--- src/rtl/pipe_ctrl.sv ---
// Stall/bubble/flush sequencer for the 3-stage IF/ID/EX RV32I pipeline.
// Optional perf counters are built only when PIPE_CTRL_PERF_EN is defined.
module pipe_ctrl #(
   parameter int BOOT_CYCLES   = 2,
   parameter int EXTRA_BUBBLES = 0,
   parameter int MEM_TIMEOUT   = 255
) (
   input  logic        clk,
   input  logic        rst_n,
   input  logic        imem_valid,
   input  logic        dmem_req,
   input  logic        dmem_ack,
   input  logic        branch_taken,
   output logic        pc_en,
   output logic        pc_sel_target,
   output logic        ifid_en,
   output logic        ifid_nop,
   output logic        idex_en,
   output logic        idex_nop,
   output logic        mem_err,
   output logic [2:0]  state_o,
   output logic [31:0] stall_cycles,
   output logic [31:0] flush_count
);

   typedef enum logic [1:0] {
      S_BOOT     = 2'd0,
      S_RUN      = 2'd1,
      S_MEM_WAIT = 2'd2,
      S_REDIRECT = 2'd3
   } state_t;

   localparam int BC_W = (BOOT_CYCLES > 1) ? $clog2(BOOT_CYCLES) : 1;
   localparam logic [BC_W-1:0] BOOT_LAST = BC_W'(BOOT_CYCLES - 1);
   localparam logic [7:0] TIMEOUT = 8'(MEM_TIMEOUT);

   state_t          state_q, state_d;
   logic [BC_W-1:0] boot_cnt_q, boot_cnt_d;
   logic [7:0]      wait_q, wait_d;
   logic [2:0]      redir_q, redir_d;
   logic            mem_err_q, mem_err_d;

   always_comb begin
      state_d       = state_q;
      boot_cnt_d    = boot_cnt_q;
      wait_d        = wait_q;
      redir_d       = redir_q;
      mem_err_d     = mem_err_q;
      pc_en         = 1'b0;
      pc_sel_target = 1'b0;
      ifid_en       = 1'b1;
      ifid_nop      = 1'b1;
      idex_en       = 1'b1;
      idex_nop      = 1'b1;
      case (state_q)
         S_BOOT: begin
            boot_cnt_d = boot_cnt_q + BC_W'(1);
            if (boot_cnt_q == BOOT_LAST) begin
               state_d    = S_RUN;
               boot_cnt_d = '0;
            end
         end
         S_RUN: begin
            // An unacked memory access outranks a branch; the branch is re-sampled on exit.
            if (dmem_req && !dmem_ack) begin
               ifid_en   = 1'b0;
               ifid_nop  = 1'b0;
               idex_en   = 1'b0;
               idex_nop  = 1'b0;
               state_d   = S_MEM_WAIT;
               wait_d    = 8'd1;
               if (wait_d >= TIMEOUT) mem_err_d = 1'b1;
            end else if (branch_taken) begin
               pc_en         = 1'b1;
               pc_sel_target = 1'b1;
               if (EXTRA_BUBBLES > 0) begin
                  state_d = S_REDIRECT;
                  redir_d = 3'(EXTRA_BUBBLES);
               end
            end else if (!imem_valid) begin
               idex_nop = 1'b0;
            end else begin
               pc_en    = 1'b1;
               ifid_nop = 1'b0;
               idex_nop = 1'b0;
            end
         end
         S_MEM_WAIT: begin
            ifid_en  = 1'b0;
            ifid_nop = 1'b0;
            idex_en  = 1'b0;
            idex_nop = 1'b0;
            wait_d   = (wait_q == 8'hFF) ? 8'hFF : wait_q + 8'd1;
            if (wait_d >= TIMEOUT) mem_err_d = 1'b1;
            if (dmem_ack) state_d = S_RUN;
         end
         S_REDIRECT: begin
            pc_en    = imem_valid;
            idex_nop = 1'b0;
            // Only cycles that actually fetch count toward the padding.
            if (imem_valid) begin
               redir_d = redir_q - 3'd1;
               if (redir_q <= 3'd1) state_d = S_RUN;
            end
         end
         default: state_d = S_BOOT;
      endcase
   end

   always_ff @(posedge clk) begin
      if (!rst_n) begin
         state_q    <= S_BOOT;
         boot_cnt_q <= '0;
         wait_q     <= '0;
         redir_q    <= '0;
         mem_err_q  <= 1'b0;
      end else begin
         state_q    <= state_d;
         boot_cnt_q <= boot_cnt_d;
         wait_q     <= wait_d;
         redir_q    <= redir_d;
         mem_err_q  <= mem_err_d;
      end
   end

   assign mem_err = mem_err_q;
   assign state_o = {1'b0, state_q};

`ifdef PIPE_CTRL_PERF_EN
   logic [31:0] stall_q, stall_d, flush_q, flush_d;
   logic        branch_acc;

   always_comb begin
      branch_acc = (state_q == S_RUN) && branch_taken && !(dmem_req && !dmem_ack);
      stall_d    = stall_q + ((state_q != S_BOOT && !pc_en) ? 32'd1 : 32'd0);
      flush_d    = flush_q + (branch_acc ? 32'd1 : 32'd0);
   end

   always_ff @(posedge clk) begin
      if (!rst_n) begin
         stall_q <= '0;
         flush_q <= '0;
      end else begin
         stall_q <= stall_d;
         flush_q <= flush_d;
      end
   end

   assign stall_cycles = stall_q;
   assign flush_count  = flush_q;
`else
   assign stall_cycles = 32'd0;
   assign flush_count  = 32'd0;
`endif

endmodule

--- config.mk ---
export PLATFORM = sky130hd
export DESIGN_NAME = pipe_ctrl
export DESIGN_NICKNAME = d
export VERILOG_FILES = /design/src/rtl/pipe_ctrl.sv
export SDC_FILE = /design/constraint.sdc
export NUM_CORES = 1
export LEC_CHECK = 0
export CAP_MARGIN = 10
export CORE_MARGIN = 4
export CORE_UTILIZATION = 41
export DETAILED_ROUTE_END_ITERATION = 7
export PLACE_DENSITY = 0.9
export SLEW_MARGIN = 15
export SYNTH_ARGS = -nofsm -noshare
export SYNTH_HDL_FRONTEND = slang
export SYNTH_SLANG_ARGS = --single-unit
--- constraint.sdc ---
create_clock -name clk -period 2.9 [get_ports clk]
set_clock_uncertainty 0.15 [all_clocks]
set_input_delay 0.29 -clock clk [delete_from_list [all_inputs] [get_ports clk]]
set_output_delay 0.29 -clock clk [all_outputs]
set_load 0.02 [all_outputs]
==> results of run 1 <==
## per-layer routing
layer  track usage [%]  wire length [um]
met1             10.91               886
met5                 0                 0
met3             2.222               165
met2             15.68              1080
met4             3.886                17
## worst min path at each step
stage | to | slack [ns] | depth (start not counted)
finish | boot_cnt_q | 0.36 | 2
global route | redir_q[1] | 0.42 | 1
detailed placement | mem_err | 0.35 | 2
floorplan | wait_q[2] | 0.29 | 1
global placement | boot_cnt_q | 0.33 | 2
CTS | boot_cnt_q | 0.37 | 2
## flip-flops by register name (all words and copies together), names as in the netlist
name        count
mem_err         1
redir_q         3
state_q         2
boot_cnt_q      1
wait_q          8
## kinds of logic after synthesis
kind of cell | count (synthesis) | share of synthesized area [%]
AOI/OAI and AO/OA | 32 | 17.15
xor gates and xnor gates | 2 | 1.298
adders and majority gates | 3 | 2.595
buffers and inverters | 77 | 40.78
DFF | 15 | 22.24
other | 1 | 0.2778
and+or+nand+nor | 38 | 15.66
## cell type report
class	count	area [um2]	area share [%]
Multi-Input combinational cell	140	739.5	57.27
Clock buffer	4	26.28	2.035
Inverter	6	22.52	1.744
Timing Repair Buffer	15	147.6	11.43
Sequential cell	15	300.3	23.26
Tap cell	44	55.05	4.264
## worst max-delay path, stage by stage (launching register included)
cell and delay [ns]:
dfxtp_1 0.57, nor2b_1 0.23, and3_1 0.19, o21bai_1 0.11
clkdlybuf4s50_1 0.62
## power groups by stage
stage	registers (mW)	clock network (mW)	logic [mW]
6_report	0.253	0.122	0.291
5_1_grt	0.257	0.136	0.316
4_1_cts	0.252	0.124	0.291
3_5_place_dp	0.257	0	0.290
3_3_place_gp	0.256	0	0.286
2_1_floorplan	0.247	0	0.295
## cells in the final DEF (no fill, tap or decap), drive strengths merged, types with 4 or more instances in the layout
master and count:
o21ai 13, a21oi 5, nand2 8, dfxtp 15, nor2 6, clkdlybuf4s50 14, clkbuf 4, nor2b 4
nand3 4, a32o 4, conb 65, nand2b 4, and3 4, inv 6
## per-stage QoR
stage	power (mW)	setup slack, ns
finish	0.6659	0.4603
global route	0.7088	0.3301
CTS	0.6671	0.4581
detailed placement	0.5469	0.5160
global placement	0.5420	0.5175
floorplan	0.5424	1.128
==> out/results.txt, run 1 <==
Status - complete, no violations
Slew Viols, Final - 0
Post-synth EDFFs - 0
Layout cell share with drive strength beyond 1 - 6.667%
P_int - 381.0 uW
Final Hold Viols - 0
Hold slack - 0.3603 ns
CTS H-tree depth - 1
Final GP Congestion - 0.7917
DR DRC count - 0
Most frequent cell after synthesis - buf_4
Post-synthesis register bit count - 15
Main synth FF type - dfxtp_1
Synth top area share - 37.26%
Synth area leader - buf_4
Worst-path clk slew - 0.09 ns
NumNets Final - 189
Switching share of power - 42.79%
Antenna-violating nets left - 0
Synth Cell Area - 1350 um2
Combinational share of power - 43.8%
Arr. time, crit path - 2.00 ns
Filler cell count - 328
Reg power frac - 38.0%
TNS Setup - 0 ns
Endpoints failing setup - 0
Slack of the worst reg-to-reg path - 1.19 ns
Worst Hold Class - register to register
Worst path required time - 2.46 ns
Largest net degree at the start of global routing - 17
Global-route total usage across every layer - 9.192%
Top Ports - 80
CP Launch Type - register
Via/cell ratio - 4.076
Placed Cells - 220
CTS Buf Count - 3
Clock Tree Buf Depth - 2
Clk network pwr share - 18.3%
Maxcap violations - 0
Resized Gates After CTS - 0
Detailed-route via count - 913
FF-to-FF path depth - 5
First-pass GRT wire length - 3.146 mm
PD cells - 515.7 nW/um2
Worst-path fanout max - 12
Seq/Total Area, Yosys - 22.24%
Routed len/inst - 9.598 um
FF-to-FF Start - wait_q[0]
Lkg Pwr - 0.6059 nW
Fmax - 0.4099 GHz
Synth area leaders - buf_4 37%, dfxtp_1 22%, o21ai_0 3.3%
Cells after synthesis - 168
Clk root buf - clkbuf_4
Syn avg cell area - 8.036 um2
Initial antenna violation count - 0
Top cells by count, synth - 67 x buf_4, 15 x dfxtp_1, 9 x o21ai_0
Final worst-path cycle share - 84.13%
RSZ-0062 raised after global routing - no
Switch Pwr - 284.9 uW
Cts hold-fix bufs - 0
Hold Path Origin - boot_cnt_q
Synth async-reset ratio - 0%
Critical path launch point - state_q[0]
Crit Path Class - register to primary output
Initial Utilization - 43.51%
FF-to-FF End - mem_err
Synthesis warning total - 0
Initial DRC Count - 8
Die width - 65.38 um
Type of destination of the critical path - primary output
Drt first pass iters - 4
Post-DP HPWL - 1.710 mm
Maximum vdd drop - 0.2378 mV
Vias in the first global route - 705
Worst-Skew Late Latency - 0.28 ns
Critical path destination - idex_nop
Die footprint - 4275 um2
GRT overflow - 0
Chip Height - 65.38 um
Synthesis-to-layout area growth - -4.356%
Site Rows - 20
# diodes - 0
Layout Cell Area excl Fill - 1291 um2
Post-CTS Setup Inserts - 0
Post-Layout Cell Count - 224
Total wire length - 2.150 mm
PortBufs - 14
Clock sinks - 15
Area after DPL - 1265 um2
CTS tree - done
Core area - 3103 um2
Post-layout util - 41.61%
Netlist cell types - 38
Fin crit period - 2.440 ns
(Power assumes the default switching activity.)
==> inputs of run 2 (changes only) <==
CORE_UTILIZATION = 38   (was 41)
PLACE_DENSITY = 0.84   (was 0.9)
clock period = 2.4 ns   (was 2.9 ns; I/O delays follow)
==> run 2 against run 1 <==
Against the previous run: clock power rose by 20%; sequential share of layout area shrank 0.31 points; cell count rose by 1.8%; flip-flop and latch count stayed put; final area increased by 1.4%; setup slack got worse by 0.33 ns; wire length increased by 4.7%.
==> out/results.txt, run 2 (synthesized netlist as in run 1, its figures left out) <==
CTS Buf Count - 3 (unchanged)
NumNets Final - 191 (+1.1%)
Slew HR - 66.82%
Switching share of power - 42.23% (-0.55 points)
Filler cell count - 360 (+9.8%)
Initial antenna violation count - 0 (unchanged)
Worst path most repeated cell - clkdlybuf4s50_1
Endpoints failing setup - 0 (unchanged)
PD cells - 623.7 nW/um2 (+21%)
Global-route total usage across every layer - 9.360% (+0.17 points)
TNS Setup - 0 ns (unchanged)
Status - complete, no violations
Type of destination of the critical path - primary output
Fmax - 0.4398 GHz
RSZ-0062 raised after global routing - no
Clk network pwr share - 17.8% (-0.5 points)
Switch Pwr - 344.7 uW (+21%)
CP cell instances - clkdlybuf4s50_1 -> nand2b_1 -> and3_1 -> o21bai_1 -> clkdlybuf4s50_1
Flip-flop and latch area - 300.3 um2 (unchanged)
Crit Path Class - primary input to primary output
Die width - 67.61 um (+3.4%)
Post-DP HPWL - 1.802 mm (+5.3%)
Top Ports - 80 (unchanged)
Most flops, register - wait_q
Final worst-path cycle share - 94.75%
Post-CTS Setup Inserts - 0 (unchanged)
Drt first pass iters - 4 (unchanged)
Core area - 3390 um2 (+9.2%)
Arr. time, crit path - 1.88 ns (-0.12 ns)
Max reg flops - 8 (unchanged)
Cell family with most CP delay - buffers and inverters
GR peak layer - met2
Synthesis-to-layout area growth - -3.058%
Site Rows - 21 (+5.0%)
Initial Utilization - 39.83% (-3.7 points)
Least-Margin Pin Slew - 0.4961 ns
Placed Cells - 224 (+1.8%)
Met2 Use GR - 16.77% (+1.1 points)
Met1 Resource Use GR - 10.13% (-0.79 points)
Resized Gates After CTS - 0 (unchanged)
Layout cell share with drive strength beyond 1 - 7.692% (+1.0 points)
# diodes - 0 (unchanged)
Worst Hold Class - register to register
CTS tree - done
PortBufs - 14 (unchanged)
Die footprint - 4570 um2 (+6.9%)
Worst-path fanout max - 5 (-7)
Critical path's slowest cell - clkdlybuf4s50_1
Area of the multi-input gates - 739.5 um2 (unchanged)
Worst-Skew Late Latency - 0.28 ns (about the same)
Max incr delay on CP - 0.63 ns (about the same)
Vias in the first global route - 743 (+5.4%)
Cts hold-fix bufs - 0 (unchanged)
Largest net degree at the start of global routing - 17 (unchanged)
Lkg Pwr - 0.6163 nW (+1.7%)
Via/cell ratio - 4.092 (+0.40%)
Chip Height - 67.61 um (+3.4%)
Routed len/inst - 9.868 um (+2.8%)
Worst-path clk slew - 0.09 ns (about the same)
Antenna-violating nets left - 0 (unchanged)
GRT overflow - 0 (unchanged)
Worst path buffer plus inverter count - 2 (+1)
Combinational share of power - 45.7% (+1.9 points)
Clk root buf - clkbuf_4
Maxcap violations - 0 (unchanged)
CP Launch Type - primary input
Grt met3 use - 2.163% (-0.059 points)
Final Hold Viols - 0 (unchanged)
CTS H-tree depth - 1 (unchanged)
Post-layout util - 38.61% (-3.0 points)
DR DRC count - 0 (unchanged)
Fin crit period - 2.274 ns
Maximum vdd drop - 0.2238 mV (-5.9%)
Initial DRC Count - 13 (+5)
First-pass GRT wire length - 3.298 mm (+4.8%)
Top Registers - wait_q (8), redir_q (3), state_q (2)
Final GP Congestion - 0.8318 (+5.1%)
Detailed-route via count - 933 (+2.2%)
Total wire length - 2.250 mm (+4.7%)
Clock sinks - 15 (unchanged)
Reg power frac - 36.4% (-1.6 points)
Most common cell after layout, fill and taps aside - conb_1
Post-Layout Cell Count - 228 (+1.8%)
Slew Viols, Final - 0 (unchanged)
Total power - 816.2 uW (+23%)
Worst path required time - 2.01 ns (-0.45 ns)
Most frequent cells in the layout - 65 x conb_1, 15 x dfxtp_1, 14 x clkdlybuf4s50_1
P_int - 471.5 uW (+24%)
Clock Tree Buf Depth - 2 (unchanged)
Hold slack - 0.3574 ns (-0.002897 ns)
## run 2: cell count changes in the layout (fill, tap and decap cells not counted)
cell / before / now
buf_4: 1 / 3
## run 2: final timing paths
kind / from / to / slack (ns) / depth (start not counted)
worst max-delay path: dmem_ack / idex_nop / 0.13 / 5
worst min-delay path: boot_cnt_q / boot_cnt_q / 0.36 / 2
worst max register to register: wait_q[0] / mem_err / 0.71 / 5
worst min register to register: boot_cnt_q / boot_cnt_q / 0.36 / 2
## run 2: area by class of cell
type                    count  share of cell area [%]
multi-input cells         140                   56.50
flip-flops and latches     15                   22.94
repair buffers             17                   12.43
well taps                  46                   4.398
clock buffers               4                   2.008
inverters                   6                   1.721
## run 2: power groups by stage
stage	Sequential (mW)	Combinational (mW)	Clock, mW
after floorplan	0.299	0.356	0
after global placement	0.302	0.368	0
final	0.297	0.373	0.146
after detailed placement	0.303	0.373	0
after global routing	0.301	0.408	0.158
after CTS	0.297	0.373	0.152
## run 2: per-layer routing
| layer | routed length, um | vias to the layer above |
|---|---|---|
| li1 | - | 457 |
| met1 | 830 | 423 |
| met2 | 1166 | 46 |
| met3 | 213 | 7 |
| met4 | 39 | 0 |
| met5 | 0 | - |
## run 2: worst min-delay path: stages (launching register included)
cell and delay [ns]:
dfxtp_1 0.33, o21ai_0 0.07, a21boi_0 0.07
## run 2: through the flow
step,instance area [um2],setup WS (ns)
floorplan,1590,0.6776
global placement,1282,0.1544
detailed placement,1282,0.1149
CTS,1309,0.1135
global route,1309,0.04113
finish,1309,0.1260
==> inputs of run 3 (changes only) <==
PLACE_DENSITY = 0.81   (was 0.84)
==> run 3 against run 2 <==
Against the previous run: die area is the same; global-route usage shrank 0.79 points; via count grew 0.43%; combinational power is essentially flat; clock power is essentially flat; wire length shrank 4.6%; sequential power is essentially flat; largest cell class unchanged.
==> out/results.txt, run 3 (synthesized netlist as in run 1, its figures left out) <==
Status - complete, no violations
Most frequent cells in the layout - 65 x conb_1, 15 x dfxtp_1, 14 x clkdlybuf4s50_1
Post-CTS Setup Inserts - 0 (unchanged)
Initial DRC Count - 25 (+12)
Chip Height - 67.61 um (unchanged)
FF-to-FF Start - wait_q[0]
Arr. time, crit path - 1.89 ns (about the same)
Post-DP HPWL - 1.728 mm (-4.1%)
Top Registers - wait_q (8), redir_q (3), state_q (2)
CTS Buf Count - 3 (unchanged)
Total wire length - 2.146 mm (-4.6%)
Max reg flops - 8 (unchanged)
Worst-Skew Late Latency - 0.28 ns (about the same)
Worst path most repeated cell - clkdlybuf4s50_1
Worst Hold End - boot_cnt_q
GRT overflow - 0 (unchanged)
Maximum vdd drop - 0.2335 mV (+4.3%)
Global-route total usage across every layer - 8.568% (-0.79 points)
Core area - 3390 um2 (unchanged)
Site Rows - 21 (unchanged)
Layout cell share with drive strength beyond 1 - 7.692% (unchanged)
Clock Tree Buf Depth - 2 (unchanged)
Drt first pass iters - 6 (+2)
Initial Utilization - 39.83% (unchanged)
Most flops, register - wait_q
CTS H-tree depth - 1 (unchanged)
Crit Path Class - primary input to primary output
Worst path required time - 2.01 ns (about the same)
Filler cell count - 353 (-1.9%)
Most common cell after layout, fill and taps aside - conb_1
# diodes - 0 (unchanged)
Layout Cell Area excl Fill - 1309 um2 (unchanged)
Detailed-route via count - 937 (+0.43%)
Final Hold Viols - 0 (unchanged)
Die footprint - 4570 um2 (unchanged)
Fmax - 0.4385 GHz (-0.29%)
Cts hold-fix bufs - 0 (unchanged)
FF-to-FF End - mem_err
Maxcap violations - 0 (unchanged)
Via/cell ratio - 4.110 (+0.43%)
Final worst-path cycle share - 95.03% (+0.28 points)
Die width - 67.61 um (unchanged)
Slack of the worst reg-to-reg path - 0.71 ns (about the same)
Cell family with most CP delay - buffers and inverters
Area after DPL - 1282 um2 (unchanged)
Vias in the first global route - 710 (-4.4%)
TNS Setup - 0 ns (unchanged)
Worst hold stages - 2 (unchanged)
CP Launch Type - primary input
Fin crit period - 2.281 ns (+0.006638 ns)
NumNets Final - 191 (unchanged)
Endpoints failing setup - 0 (unchanged)
Critical path's slowest cell - clkdlybuf4s50_1
Hold Path Origin - boot_cnt_q
Worst-path fanout max - 5 (unchanged)
Slew Viols, Final - 0 (unchanged)
Clock sinks - 15 (unchanged)
Resized Gates After CTS - 0 (unchanged)
Type of destination of the critical path - primary output
First-pass GRT wire length - 3.029 mm (-8.2%)
Lkg Pwr - 0.6163 nW (unchanged)
FF-to-FF path depth - 5 (unchanged)
Synthesis-to-layout area growth - -3.058% (unchanged)
CP cell instances - clkdlybuf4s50_1 -> nand2b_1 -> and3_1 -> o21bai_1 -> clkdlybuf4s50_1
DR DRC count - 0 (unchanged)
Worst path buffer plus inverter count - 2 (unchanged)
Largest net degree at the start of global routing - 17 (unchanged)
Antenna-violating nets left - 0 (unchanged)
Worst Hold Class - register to register
Worst-path clk slew - 0.09 ns (about the same)
Routed len/inst - 9.412 um (-4.6%)
Initial antenna violation count - 0 (unchanged)
Max incr delay on CP - 0.62 ns (about the same)
CTS tree - done
Top Ports - 80 (unchanged)
PortBufs - 14 (unchanged)
PD cells - 623.6 nW/um2 (about the same)
Final GP Congestion - 0.7866 (-5.4%)
Clk root buf - clkbuf_4
RSZ-0062 raised after global routing - no
## run 3: worst max-delay path by stage
| stage | cells after the start | start | end | slack, ns |
|---|---|---|---|---|
| after global placement | 5 | dmem_ack | idex_nop | 0.16 |
| after global routing | 5 | dmem_ack | ifid_nop | 0.02 |
| after detailed placement | 5 | dmem_ack | idex_nop | 0.12 |
| after CTS | 5 | dmem_ack | idex_nop | 0.12 |
| after floorplan | 4 | state_q[0] | idex_nop | 0.68 |
| final | 5 | dmem_ack | idex_nop | 0.12 |
## run 3: worst register-to-register path, cell delays in order (launching register included)
cell and delay (ns):
dfxtp_1 0.42, ha_1 0.26, nor2b_1 0.14, maj3_1 0.35
a41oi_1 0.21, nor2b_1 0.06
## run 3: metal layers
| layer | global-route usage, % | share of wire (%) |
|---|---|---|
| met5 | 0 | 0 |
| met4 | 4.557 | 1.2 |
| met3 | 2.163 | 12 |
| met2 | 15.19 | 51 |
| met1 | 9.235 | 36 |
## run 3: final cells by class
class	count	area [um2]	share of cell area [%]
multi-input cells	140	739.5	56.50
flip-flops and latches	15	300.3	22.94
repair buffers	17	162.7	12.43
well taps	46	57.56	4.398
clock buffers	4	26.28	2.008
inverters	6	22.52	1.721
## run 3: through the flow
stage          hold slack [ns]  setup slack, ns  cells  util, %  power [mW]
5_1_grt                 0.4034          0.02328    228    38.61      0.8655
4_1_cts                 0.3758           0.1176    228    38.61      0.8232
3_3_place_gp            0.3332           0.1556    224    37.84      0.6706
3_5_place_dp            0.3497           0.1192    224    37.84      0.6754
2_1_floorplan           0.2431           0.6776    232        -      0.6554
6_report                0.3676           0.1194    228    38.61      0.8161
## run 3: power by group
part	internal (mW)	switching, mW	leakage, nW
clock network	0.0645	0.0820	0.0150
registers	0.269	0.0275	0.122
logic	0.138	0.235	0.480
